[config.mk]
export PLATFORM = sky130hd
export DESIGN_NAME = blram_arbiter_flat
export DESIGN_NICKNAME = d
export VERILOG_FILES = /design/src/rtl/blram_arb_pkg.sv /design/src/rtl/blram_arbiter_if.sv /design/src/rtl/blram_arbiter_arb2_pick.sv /design/src/rtl/blram_arbiter.sv /design/src/flat_wrapper.sv
export SDC_FILE = /design/constraint.sdc
export NUM_CORES = 1
export LEC_CHECK = 0
export ABC_AREA = 1
export CAP_MARGIN = 20
export CORE_AREA = 2 2 97 99
export CTS_CLUSTER_DIAMETER = 80
export DETAILED_ROUTE_END_ITERATION = 16
export DIE_AREA = 0 0 99 101
export GPL_ROUTABILITY_DRIVEN = 0
export GPL_TIMING_DRIVEN = 0
export REMOVE_ABC_BUFFERS = 1
export SYNTH_ARGS = -nofsm -noshare
export SYNTH_HDL_FRONTEND = slang
export SYNTH_SLANG_ARGS = --single-unit
[constraint.sdc]
create_clock -name clk -period 1.9 [get_ports clk]
set_input_delay 0.19 -clock clk [delete_from_list [all_inputs] [get_ports clk]]
set_output_delay 0.19 -clock clk [all_outputs]
set_load 0.01 [all_outputs]
[src/rtl/blram_arb_pkg.sv]
// Shared definitions for the blram arbiter: port identifiers and lock-owner encoding.
package blram_arb_pkg;

   localparam logic PORT0 = 1'b0;
   localparam logic PORT1 = 1'b1;

   typedef enum logic [1:0] {
      LOCK_NONE = 2'b00,
      LOCK_P0   = 2'b01,
      LOCK_P1   = 2'b10
   } lock_owner_t;

endpackage

[src/rtl/blram_arbiter_if.sv]
// Requester and memory-side signal bundle for blram_arbiter.
interface blram_arb_if #(
   parameter int SIZE = 14,
   parameter int DW   = 32
);

   logic            req0,    req1;
   logic            we0,     we1;
   logic [SIZE-1:0] addr0,   addr1;
   logic [DW-1:0]   wdata0,  wdata1;
   logic            lock0,   lock1;
   logic            gnt0,    gnt1;
   logic            rvalid0, rvalid1;
   logic [DW-1:0]   rdata0,  rdata1;
   logic            mem_we;
   logic [SIZE-1:0] mem_addr;
   logic [DW-1:0]   mem_wdata;
   logic [DW-1:0]   mem_rdata;

   modport slave (
      input  req0, req1, we0, we1, addr0, addr1, wdata0, wdata1, lock0, lock1,
      output gnt0, gnt1, rvalid0, rvalid1, rdata0, rdata1,
      output mem_we, mem_addr, mem_wdata,
      input  mem_rdata
   );

   modport master (
      output req0, req1, we0, we1, addr0, addr1, wdata0, wdata1, lock0, lock1,
      input  gnt0, gnt1, rvalid0, rvalid1, rdata0, rdata1,
      input  mem_we, mem_addr, mem_wdata,
      output mem_rdata
   );

endinterface

[src/rtl/blram_arbiter_arb2_pick.sv]
// Combinational two-way picker: a lone requester wins, contention is settled by prio.
module arb2_pick
   import blram_arb_pkg::*;
(
   input  logic [1:0] req,
   input  logic       prio,
   output logic       win_valid,
   output logic       win_id
);

   always_comb begin
      win_valid = |req;
      win_id    = PORT0;
      if (req == 2'b11)
         win_id = prio;
      else if (req[1])
         win_id = PORT1;
   end

endmodule

[src/rtl/blram_arbiter.sv]
// Shares one single-port blram between Vscpu (port 0) and the debug/DMA loader (port 1).
// Define BLRAM_ARB_RR_EN for round-robin contention; otherwise port 0 always wins.
module blram_arbiter
   import blram_arb_pkg::*;
#(
   parameter int SIZE = 14,
   parameter int DW   = 32
) (
   input logic        clk,
   input logic        rst,
   blram_arb_if.slave bus
);

   lock_owner_t     lock_owner;
   logic [1:0]      cand;
   logic            prio;
   logic            win_valid;
   logic            win_id;
   logic            rd_pend;
   logic            rd_id;
   logic            sel_we;
   logic            sel_lock;
   logic [SIZE-1:0] sel_addr;
   logic [DW-1:0]   sel_wdata;

   // A locked owner masks the other port; reset masks both.
   always_comb begin
      cand = 2'b00;
      if (!rst) begin
         case (lock_owner)
            LOCK_P0: cand = {1'b0, bus.req0};
            LOCK_P1: cand = {bus.req1, 1'b0};
            default: cand = {bus.req1, bus.req0};
         endcase
      end
   end

`ifdef BLRAM_ARB_RR_EN
   logic rr_ptr;

   assign prio = rr_ptr;

   always_ff @(posedge clk) begin
      if (rst)
         rr_ptr <= PORT0;
      else if (win_valid && lock_owner == LOCK_NONE)
         rr_ptr <= ~win_id;
   end
`else
   assign prio = PORT0;
`endif

   arb2_pick u_pick (
      .req       (cand),
      .prio      (prio),
      .win_valid (win_valid),
      .win_id    (win_id)
   );

   assign sel_we    = (win_id == PORT1) ? bus.we1    : bus.we0;
   assign sel_lock  = (win_id == PORT1) ? bus.lock1  : bus.lock0;
   assign sel_addr  = (win_id == PORT1) ? bus.addr1  : bus.addr0;
   assign sel_wdata = (win_id == PORT1) ? bus.wdata1 : bus.wdata0;

   assign bus.gnt0      = win_valid && (win_id == PORT0);
   assign bus.gnt1      = win_valid && (win_id == PORT1);
   assign bus.mem_we    = win_valid && sel_we;
   assign bus.mem_addr  = win_valid ? sel_addr  : '0;
   assign bus.mem_wdata = win_valid ? sel_wdata : '0;

   // Read data is steered to whoever owned the grant one cycle earlier.
   assign bus.rvalid0 = !rst && rd_pend && (rd_id == PORT0);
   assign bus.rvalid1 = !rst && rd_pend && (rd_id == PORT1);
   assign bus.rdata0  = bus.mem_rdata;
   assign bus.rdata1  = bus.mem_rdata;

   always_ff @(posedge clk) begin
      if (rst) begin
         lock_owner <= LOCK_NONE;
         rd_pend    <= 1'b0;
         rd_id      <= PORT0;
      end else begin
         rd_pend <= win_valid && !sel_we;
         rd_id   <= win_id;
         case (lock_owner)
            LOCK_NONE: begin
               if (win_valid && sel_lock)
                  lock_owner <= (win_id == PORT1) ? LOCK_P1 : LOCK_P0;
            end
            LOCK_P0: begin
               if (!bus.lock0 || !bus.req0)
                  lock_owner <= LOCK_NONE;
            end
            LOCK_P1: begin
               if (!bus.lock1 || !bus.req1)
                  lock_owner <= LOCK_NONE;
            end
            default: lock_owner <= LOCK_NONE;
         endcase
      end
   end

endmodule
[src/flat_wrapper.sv]
// flat-port wrapper written by rule: the top's interface ports become plain ports
module blram_arbiter_flat import blram_arb_pkg::*;
#(
   parameter int SIZE = 14,
   parameter int DW   = 32
)
  (clk, rst, bus_req0, bus_req1, bus_we0, bus_we1, bus_addr0, bus_addr1, bus_wdata0, bus_wdata1, bus_lock0, bus_lock1, bus_gnt0, bus_gnt1, bus_rvalid0, bus_rvalid1, bus_rdata0, bus_rdata1, bus_mem_we, bus_mem_addr, bus_mem_wdata, bus_mem_rdata);
  blram_arb_if #(.SIZE(SIZE), .DW(DW)) bus_i ();
  input logic clk;
  input logic rst;
  input wire logic [$bits(bus_i.req0)-1:0] bus_req0;
  input wire logic [$bits(bus_i.req1)-1:0] bus_req1;
  input wire logic [$bits(bus_i.we0)-1:0] bus_we0;
  input wire logic [$bits(bus_i.we1)-1:0] bus_we1;
  input wire logic [$bits(bus_i.addr0)-1:0] bus_addr0;
  input wire logic [$bits(bus_i.addr1)-1:0] bus_addr1;
  input wire logic [$bits(bus_i.wdata0)-1:0] bus_wdata0;
  input wire logic [$bits(bus_i.wdata1)-1:0] bus_wdata1;
  input wire logic [$bits(bus_i.lock0)-1:0] bus_lock0;
  input wire logic [$bits(bus_i.lock1)-1:0] bus_lock1;
  output wire logic [$bits(bus_i.gnt0)-1:0] bus_gnt0;
  output wire logic [$bits(bus_i.gnt1)-1:0] bus_gnt1;
  output wire logic [$bits(bus_i.rvalid0)-1:0] bus_rvalid0;
  output wire logic [$bits(bus_i.rvalid1)-1:0] bus_rvalid1;
  output wire logic [$bits(bus_i.rdata0)-1:0] bus_rdata0;
  output wire logic [$bits(bus_i.rdata1)-1:0] bus_rdata1;
  output wire logic [$bits(bus_i.mem_we)-1:0] bus_mem_we;
  output wire logic [$bits(bus_i.mem_addr)-1:0] bus_mem_addr;
  output wire logic [$bits(bus_i.mem_wdata)-1:0] bus_mem_wdata;
  input wire logic [$bits(bus_i.mem_rdata)-1:0] bus_mem_rdata;
  assign bus_i.req0 = bus_req0;
  assign bus_i.req1 = bus_req1;
  assign bus_i.we0 = bus_we0;
  assign bus_i.we1 = bus_we1;
  assign bus_i.addr0 = bus_addr0;
  assign bus_i.addr1 = bus_addr1;
  assign bus_i.wdata0 = bus_wdata0;
  assign bus_i.wdata1 = bus_wdata1;
  assign bus_i.lock0 = bus_lock0;
  assign bus_i.lock1 = bus_lock1;
  assign bus_gnt0 = bus_i.gnt0;
  assign bus_gnt1 = bus_i.gnt1;
  assign bus_rvalid0 = bus_i.rvalid0;
  assign bus_rvalid1 = bus_i.rvalid1;
  assign bus_rdata0 = bus_i.rdata0;
  assign bus_rdata1 = bus_i.rdata1;
  assign bus_mem_we = bus_i.mem_we;
  assign bus_mem_addr = bus_i.mem_addr;
  assign bus_mem_wdata = bus_i.mem_wdata;
  assign bus_i.mem_rdata = bus_mem_rdata;
  blram_arbiter #(.SIZE(SIZE), .DW(DW)) u_core (.clk(clk), .rst(rst), .bus(bus_i));
endmodule
==> results of run 1 <==
power groups by stage:
stage	combinational (µW)	clock, µW	sequential (µW)
2_1_floorplan	695	0	124
3_3_place_gp	1510	0	125
3_5_place_dp	1520	0	127
4_1_cts	1770	178	132
5_1_grt	1890	192	136
6_report	1750	173	133
sequential cells by signal (all words and copies together), names as in the netlist:
| register | count |
|---|---|
| u_core.rd_pend | 1 |
| u_core.lock_owner | 2 |
| u_core.rd_id | 1 |
synthesized netlist by cell type:
library cell               n
sky130_fd_sc_hd__buf_4    64
sky130_fd_sc_hd__buf_8     2
sky130_fd_sc_hd__a22o_1   46
sky130_fd_sc_hd__nand2_1  15
sky130_fd_sc_hd__nor2_1    8
sky130_fd_sc_hd__o21ai_0   1
sky130_fd_sc_hd__nor2_2    2
sky130_fd_sc_hd__a21oi_1   1
sky130_fd_sc_hd__dfxtp_1   4
sky130_fd_sc_hd__nand2_2   1
sky130_fd_sc_hd__nand2_4   1
sky130_fd_sc_hd__inv_1    11
sky130_fd_sc_hd__ha_1      3
sky130_fd_sc_hd__inv_2     3
sky130_fd_sc_hd__buf_6     2
sky130_fd_sc_hd__nand3_1   5
sky130_fd_sc_hd__buf_2     6
per-stage QoR:
stage / setup WS (ns) / TNS [ns] / cells
after floorplan: -0.0631 / -0.0631 / 101
after global placement: -0.964 / -41.72 / 362
after detailed placement: -0.947 / -40.61 / 362
after CTS: -0.387 / -7.35 / 377
after global routing: -0.167 / -3.90 / 382
final: -0.0869 / -0.468 / 382
final cells by class:
cell class | instances | area [µm²]
inverter | 14 | 87.6
timing repair buffer | 161 | 1410
fill | 998 | 6480
sequential | 4 | 82.6
clock buffer | 3 | 41.3
multi-input combinational | 83 | 661
tap | 111 | 139
timing repair inverter | 6 | 77.6
layer usage:
layer | vias to the layer above | routed length [µm]
met3 | 7 | 1340
met2 | 141 | 3560
met4 | 5 | 44
met1 | 768 | 3210
li1 | 738 | -
met5 | - | 103
path summary, 6_finish.rpt:
check                               startpoint                           endpoint  slack, ns  cells past startpoint
max          u_core.lock_owner[1]$_SDFFE_PP0P_                    bus_mem_addr[3]      -0.09                      8
min                                        rst  u_core.lock_owner[0]$_SDFFE_PP0P_       0.27                      2
max reg2reg  u_core.lock_owner[1]$_SDFFE_PP0P_  u_core.lock_owner[0]$_SDFFE_PP0P_       0.31                     13
min reg2reg  u_core.lock_owner[1]$_SDFFE_PP0P_  u_core.lock_owner[1]$_SDFFE_PP0P_       0.57                      4
cells by family after synthesis:
group | share of synthesized area, %
buffers and inverters | 47.8
AO/OA/AOI/OAI | 32.1
AND/OR/NAND/NOR | 11.0
flip-flops | 6.22
adder cells (fa/ha/maj) | 2.92
worst max-delay path: cells and delay by family (launching register included):
family / cells / cell delay (ns)
compound gates: 1 / 0.24
fa+ha+maj: 1 / 0.29
buf+inv: 4 / 0.51
flops: 1 / 0.32
simple gates: 2 / 0.20
what timing repair did:
item	4_1_cts	5_1_grt
endpoints found under the setup margin	50	48
pin swaps	6	7
buffers inserted	7	4
gates cloned	5	1
gates resized for setup	145	61
==> metrics.txt, run 1 <==
routed wirelength normalized by instance count 21.6 µm; ANT cells 0; worst-case clock skew between 0.001 and 0.0015 ns; failing checks negative setup slack; CP startpoint kind flip-flop; share of the yosys chip area belonging to registers under 10%; number of sinks driven by the clock tree 4; clock share of power 8.4%; I/O pin cnt around 250; aggregate global-route resource usage 14.4%; maximum clock insertion buffer count 2; total die area 10000 µm²; average size of a mapped cell between 7 and 8 µm²; global-route wire length before repair 10.7 mm; CTS HTree Levels 1; Final period util 105%; sequence of cells on the critical path inv_2 -> ha_4 -> nand2_2 -> nand2_8 -> buf_12 -> inv_16 -> a22o_1 -> clkdlybuf4s15_2; final-report max-slew violation count 0; number of instances in the synthesized netlist between 150 and 200; M1 GR Usage 18.0%; site row count 35; data required time of the worst path between 1.5 and 2 ns; switching share of total power a little under half; Switch Pwr approximately 950 µW; combinational share of power about 85%; final total power between 2000 and 2500 µW; critical path data arrival time 1.80 ns; Power per Cell Area 822 nW/µm²; type of the tightest min-delay check in2reg; detailed-placement wirelength estimate 5.86 mm; setup violators final 10; Overflow after GRT 0; final-layout worst hold slack 0.273 ns; register bit count reported by yosys 4; measured slew at the worst slew-check pin just over 0.2 ns; commonest cells after routing, fill and taps aside sky130_fd_sc_hd__clkdlybuf4s50_1, sky130_fd_sc_hd__a22o_1, sky130_fd_sc_hd__buf_2; min setup slack post-route -0.0869 ns; largest net degree at the start of global routing 25; CP endpoint kind output port; run status finished, violations left; kind of critical path reg2out; count of distinct cell types in the synthesized netlist 17; proportion of layout cells with a drive suffix above 1 around a third; Die Y-Extent between 100 and 150 µm; met2 usage approximately 20%; top fanout value on the critical path 24; dominant cell type by area after synthesis sky130_fd_sc_hd__buf_4; clock tree from TritonCTS done; width of the die slightly below 100 µm; final net count roughly 410; top cells by area in the synthesized netlist sky130_fd_sc_hd__buf_4, sky130_fd_sc_hd__a22o_1, sky130_fd_sc_hd__dfxtp_1; router iterations before antenna repair 4; number of buffers inserted by port buffering 150; ratio of routed vias to standard cells roughly 4.3; number of antenna violations at the first check in global routing 0; delay of the slowest critical-path stage between 0.3 and 0.4 ns; maximum ir drop on the vdd rail 0.599 mV; final design area excluding fillers roughly 2500 µm²; wire length after detailed routing ~8.3 mm; reported leakage power 0.00117 µW; Netlist Area Pre-Place between 1000 and 1500 µm²; slowest cell on the critical path sky130_fd_sc_hd__dfxtp_2; max-cap check violation count 0; remaining antenna violation count 0; total number of vias 1659; Final Hold Vio Count 0; clock latency on the worst-skew pair 0.21 ns; master cell of the clock root buffer sky130_fd_sc_hd__clkbuf_8; RSZ-0062 raised after global routing yes; vias in the first global route 1589; GR met3 Demand/Resource 10.9%; layout overhead on the synthesized area 94.2%; register share of total power 6.5%; Warnings, synthesis 0; maximum clock frequency 503 MHz; share of Yosys cell area claimed by the top area cell type 37.3%; number of buffers created by CTS 3; time the worst path needs with I/O delays and setup 1.99 ns; commonest non-fill, non-tap cell in the layout sky130_fd_sc_hd__clkdlybuf4s50_1; number of hold buffers added after cts 0; clock transition at the register clock pins on the worst setup and hold paths after CTS 0.03 ns; global route hottest layer met2; area post-placement about 2400 µm²; cell internal power dissipation around 1100 µW; headroom to the max-slew limit 86.2%; effective utilization at floorplan 14.3%; DRT iter0 DRCs 42; Post-Route Utilization between 20% and 30%; area of the core roughly 9000 µm²; DRC violations left 0
Note: power is estimated with default switching activity, not from simulation.
==> inputs of run 2 (changes only) <==
--- a/config.mk
+++ b/config.mk
@@ -13,7 +13,6 @@
 export DIE_AREA = 0 0 99 101
 export GPL_ROUTABILITY_DRIVEN = 0
 export GPL_TIMING_DRIVEN = 0
-export REMOVE_ABC_BUFFERS = 1
 export SYNTH_ARGS = -nofsm -noshare
 export SYNTH_HDL_FRONTEND = slang
 export SYNTH_SLANG_ARGS = --single-unit
==> constraint.sdc (replaced) <==
create_clock -name clk -period 2.06 [get_ports clk]
set_input_delay 0.206 -clock clk [delete_from_list [all_inputs] [get_ports clk]]
set_output_delay 0.206 -clock clk [all_outputs]
set_load 0.01 [all_outputs]
==> run 2 against run 1 <==
Effect of this change: the flow now finishes without violations; total power is 0.66% lower; critical path depth is 3 higher; first-iteration DRC count is 57% lower; non-clock buffer count is 137 higher; sequential power is 6% lower; clock power is 6% lower; via count is 22% higher; sequential cell count stayed put; utilization is 12 points higher; die area stayed put; design area is 43% higher; routed wire length is 20% lower; critical path type unchanged; critical endpoint is now bus_mem_wdata[26]; largest power group unchanged; highest routed layer is now met4.
==> metrics.txt, run 2 (synthesis results as in run 1) <==
final net count 539 (was 408); critical hold path startpoint u_core.lock_owner[0]$_SDFFE_PP0P_ (was rst); Post-Syn Nets 310; DRT iter0 DRCs 18 (was 42); wire length after detailed routing 6.61 mm (was 8.26 mm); ANT cells 0 (unchanged); area of the core 8980 µm² (unchanged); global-route wire length before repair 9.04 mm (was 10.7 mm); slack of the worst reg-to-reg path 0.47 ns (was 0.31 ns); largest net degree at the start of global routing 11 (was 25); routed wirelength normalized by instance count 12.9 µm (was 21.6 µm); clock latency on the worst-skew pair 0.21 ns (about the same); number of buffers created by CTS 3 (unchanged); time the worst path needs with I/O delays and setup approximately 2 ns; max-cap check violation count 0 (unchanged); Power per Cell Area 573 nW/µm² (was 822 nW/µm²); site row count 35 (unchanged); commonest non-fill, non-tap cell in the layout sky130_fd_sc_hd__clkdlybuf4s50_1 (unchanged); Largest register FFs 2 (unchanged); layout overhead on the synthesized area 177% (was 94.2%); reported leakage power 0.00173 µW (was 0.00117 µW); placed instance count 500 (was 362); Final period util between 90% and 100%; commonest cells after routing, fill and taps aside sky130_fd_sc_hd__clkdlybuf4s50_1, sky130_fd_sc_hd__buf_4, sky130_fd_sc_hd__a22o_1 (was sky130_fd_sc_hd__clkdlybuf4s50_1, sky130_fd_sc_hd__a22o_1, sky130_fd_sc_hd__buf_2); DRC violations left 0 (unchanged); number of antenna violations at the first check in global routing 0 (unchanged); run status complete, no violations (was finished, violations left); remaining antenna violation count 0 (unchanged); I/O pin cnt 247 (unchanged); number of buffers inserted by port buffering 214 (was 150); maximum ir drop on the vdd rail 0.282 mV (was 0.599 mV); final design area excluding fillers 3560 µm² (was 2500 µm²); setup violators final 0 (was 10); proportion of layout cells with a drive suffix above 1 37.1% (was 31.7%); CTS HTree Levels 1 (unchanged); Finished Layout Cells 513 (was 382); registers with the most flip-flops u_core.lock_owner (2), u_core.rd_id (1), u_core.rd_pend (1) (unchanged); top fanout value on the critical path 6 (was 24); final-report max-slew violation count 0 (unchanged); kind of critical path reg2out (unchanged); CP startpoint kind flip-flop (unchanged); effective utilization at floorplan 14.3% (unchanged); headroom to the max-slew limit 88.7% (was 86.2%); vias in the first global route 1984 (was 1589); number of sinks driven by the clock tree 4 (unchanged); area post-placement 3570 µm² (was 2360 µm²); total number of vias 2016 (was 1659); critical register-to-register path startpoint u_core.lock_owner[0]$_SDFFE_PP0P_ (was u_core.lock_owner[1]$_SDFFE_PP0P_); clock tree from TritonCTS done (unchanged); total die area 10000 µm² (unchanged); width of the die 99 µm (unchanged); final total power 2040 µW (was 2050 µW); largest reg by FF count u_core.lock_owner (unchanged); measured slew at the worst slew-check pin 0.169 ns (was 0.207 ns); Overflow after GRT 0 (unchanged); worst-case clock skew 0.000242 ns (was 0.00143 ns); Post-Route Utilization 39.7% (was 27.8%); hold-critical path endpoint u_core.lock_owner[0]$_SDFFE_PP0P_ (unchanged); Final Hold Vio Count 0 (unchanged); ratio of routed vias to standard cells 3.93 (was 4.34); aggregate global-route resource usage 10.9% (was 14.4%); data required time of the worst path 1.85 ns (was 1.71 ns); detailed-placement wirelength estimate 5.73 mm (was 5.86 mm); Die Y-Extent 101 µm (unchanged); master cell of the clock root buffer sky130_fd_sc_hd__clkbuf_8 (unchanged); critical path data arrival time 1.77 ns (was 1.80 ns); maximum clock insertion buffer count 2 (unchanged); clock transition at the register clock pins on the worst setup and hold paths after CTS 0.03 ns (about the same); router iterations before antenna repair 4 (unchanged); fill count 907 (was 998); number of cells on the worst hold path 4 (was 2); type of the tightest min-delay check reg2reg (was in2reg); maximum clock frequency 506 MHz; depth of the worst register-to-register path 13 (unchanged); Reg-to-Reg End u_core.lock_owner[1]$_SDFFE_PP0P_ (was u_core.lock_owner[0]$_SDFFE_PP0P_); CP endpoint kind output port (unchanged)
-- run 2: cell type report --
type / instances / area, µm² / area share, %
plain buffers: 74 / 604 / 17.0
clock buffers: 3 / 41.3 / 1.16
inverters: 14 / 57.6 / 1.61
multi-input cells: 83 / 624 / 17.5
flip-flops and latches: 4 / 82.6 / 2.32
well taps: 111 / 139 / 3.90
repair buffers: 224 / 2020 / 56.5
-- run 2: worst max-delay path by stage --
stage / start / to / cells after the start
4_1_cts: u_core.lock_owner[0]$_SDFFE_PP0P_ / bus_mem_wdata[29] / 11
3_3_place_gp: rst / bus_mem_wdata[30] / 10
3_5_place_dp: rst / bus_mem_wdata[30] / 10
2_1_floorplan: u_core.lock_owner[0]$_SDFFE_PP0P_ / bus_mem_addr[0] / 9
5_1_grt: u_core.lock_owner[0]$_SDFFE_PP0P_ / bus_mem_we / 12
6_report: u_core.lock_owner[0]$_SDFFE_PP0P_ / bus_mem_wdata[26] / 11
-- run 2: what timing repair did --
action                     4_1_cts  5_1_grt
setup endpoints to repair       49       45
buffers inserted                 6        3
pin swaps                        6        5
gates cloned                     1        0
resized for setup              200       15
hold buffers                     0        0
-- run 2: power by group --
| part | total (µW) | switching [µW] | internal (µW) |
|---|---|---|---|
| sequential | 125 | 17.0 | 108 |
| combinational | 1750 | 768 | 985 |
| clock | 163 | 38.5 | 124 |
-- run 2: routing by layer --
metal / wire (µm) / GRT usage, %
met1: 2330 / 11.4
met2: 3550 / 22.2
met3: 719 / 2.77
met4: 12 / 1.16
met5: 0 / 0
-- run 2: worst max-delay path, stage by stage, from the launching register on --
cell	delay, ns
sky130_fd_sc_hd__dfxtp_2	0.34
sky130_fd_sc_hd__inv_4	0.05
sky130_fd_sc_hd__ha_4	0.27
sky130_fd_sc_hd__inv_2	0.04
sky130_fd_sc_hd__nor2_4	0.10
sky130_fd_sc_hd__nor2_4	0.05
sky130_fd_sc_hd__nand2_4	0.07
sky130_fd_sc_hd__inv_4	0.04
sky130_fd_sc_hd__buf_8	0.13
sky130_fd_sc_hd__buf_16	0.13
sky130_fd_sc_hd__a22o_1	0.18
sky130_fd_sc_hd__buf_2	0.14
-- run 2: through the flow --
step | hold WS [ns] | setup slack [ns] | TNS (ns)
floorplan | 0.278 | 0.412 | 0
global placement | 0.569 | -0.371 | -13.94
detailed placement | 0.580 | -0.386 | -14.30
CTS | 0.571 | 0.000730 | 0
global route | 0.608 | -0.00541 | -0.0117
finish | 0.570 | 0.0837 | 0
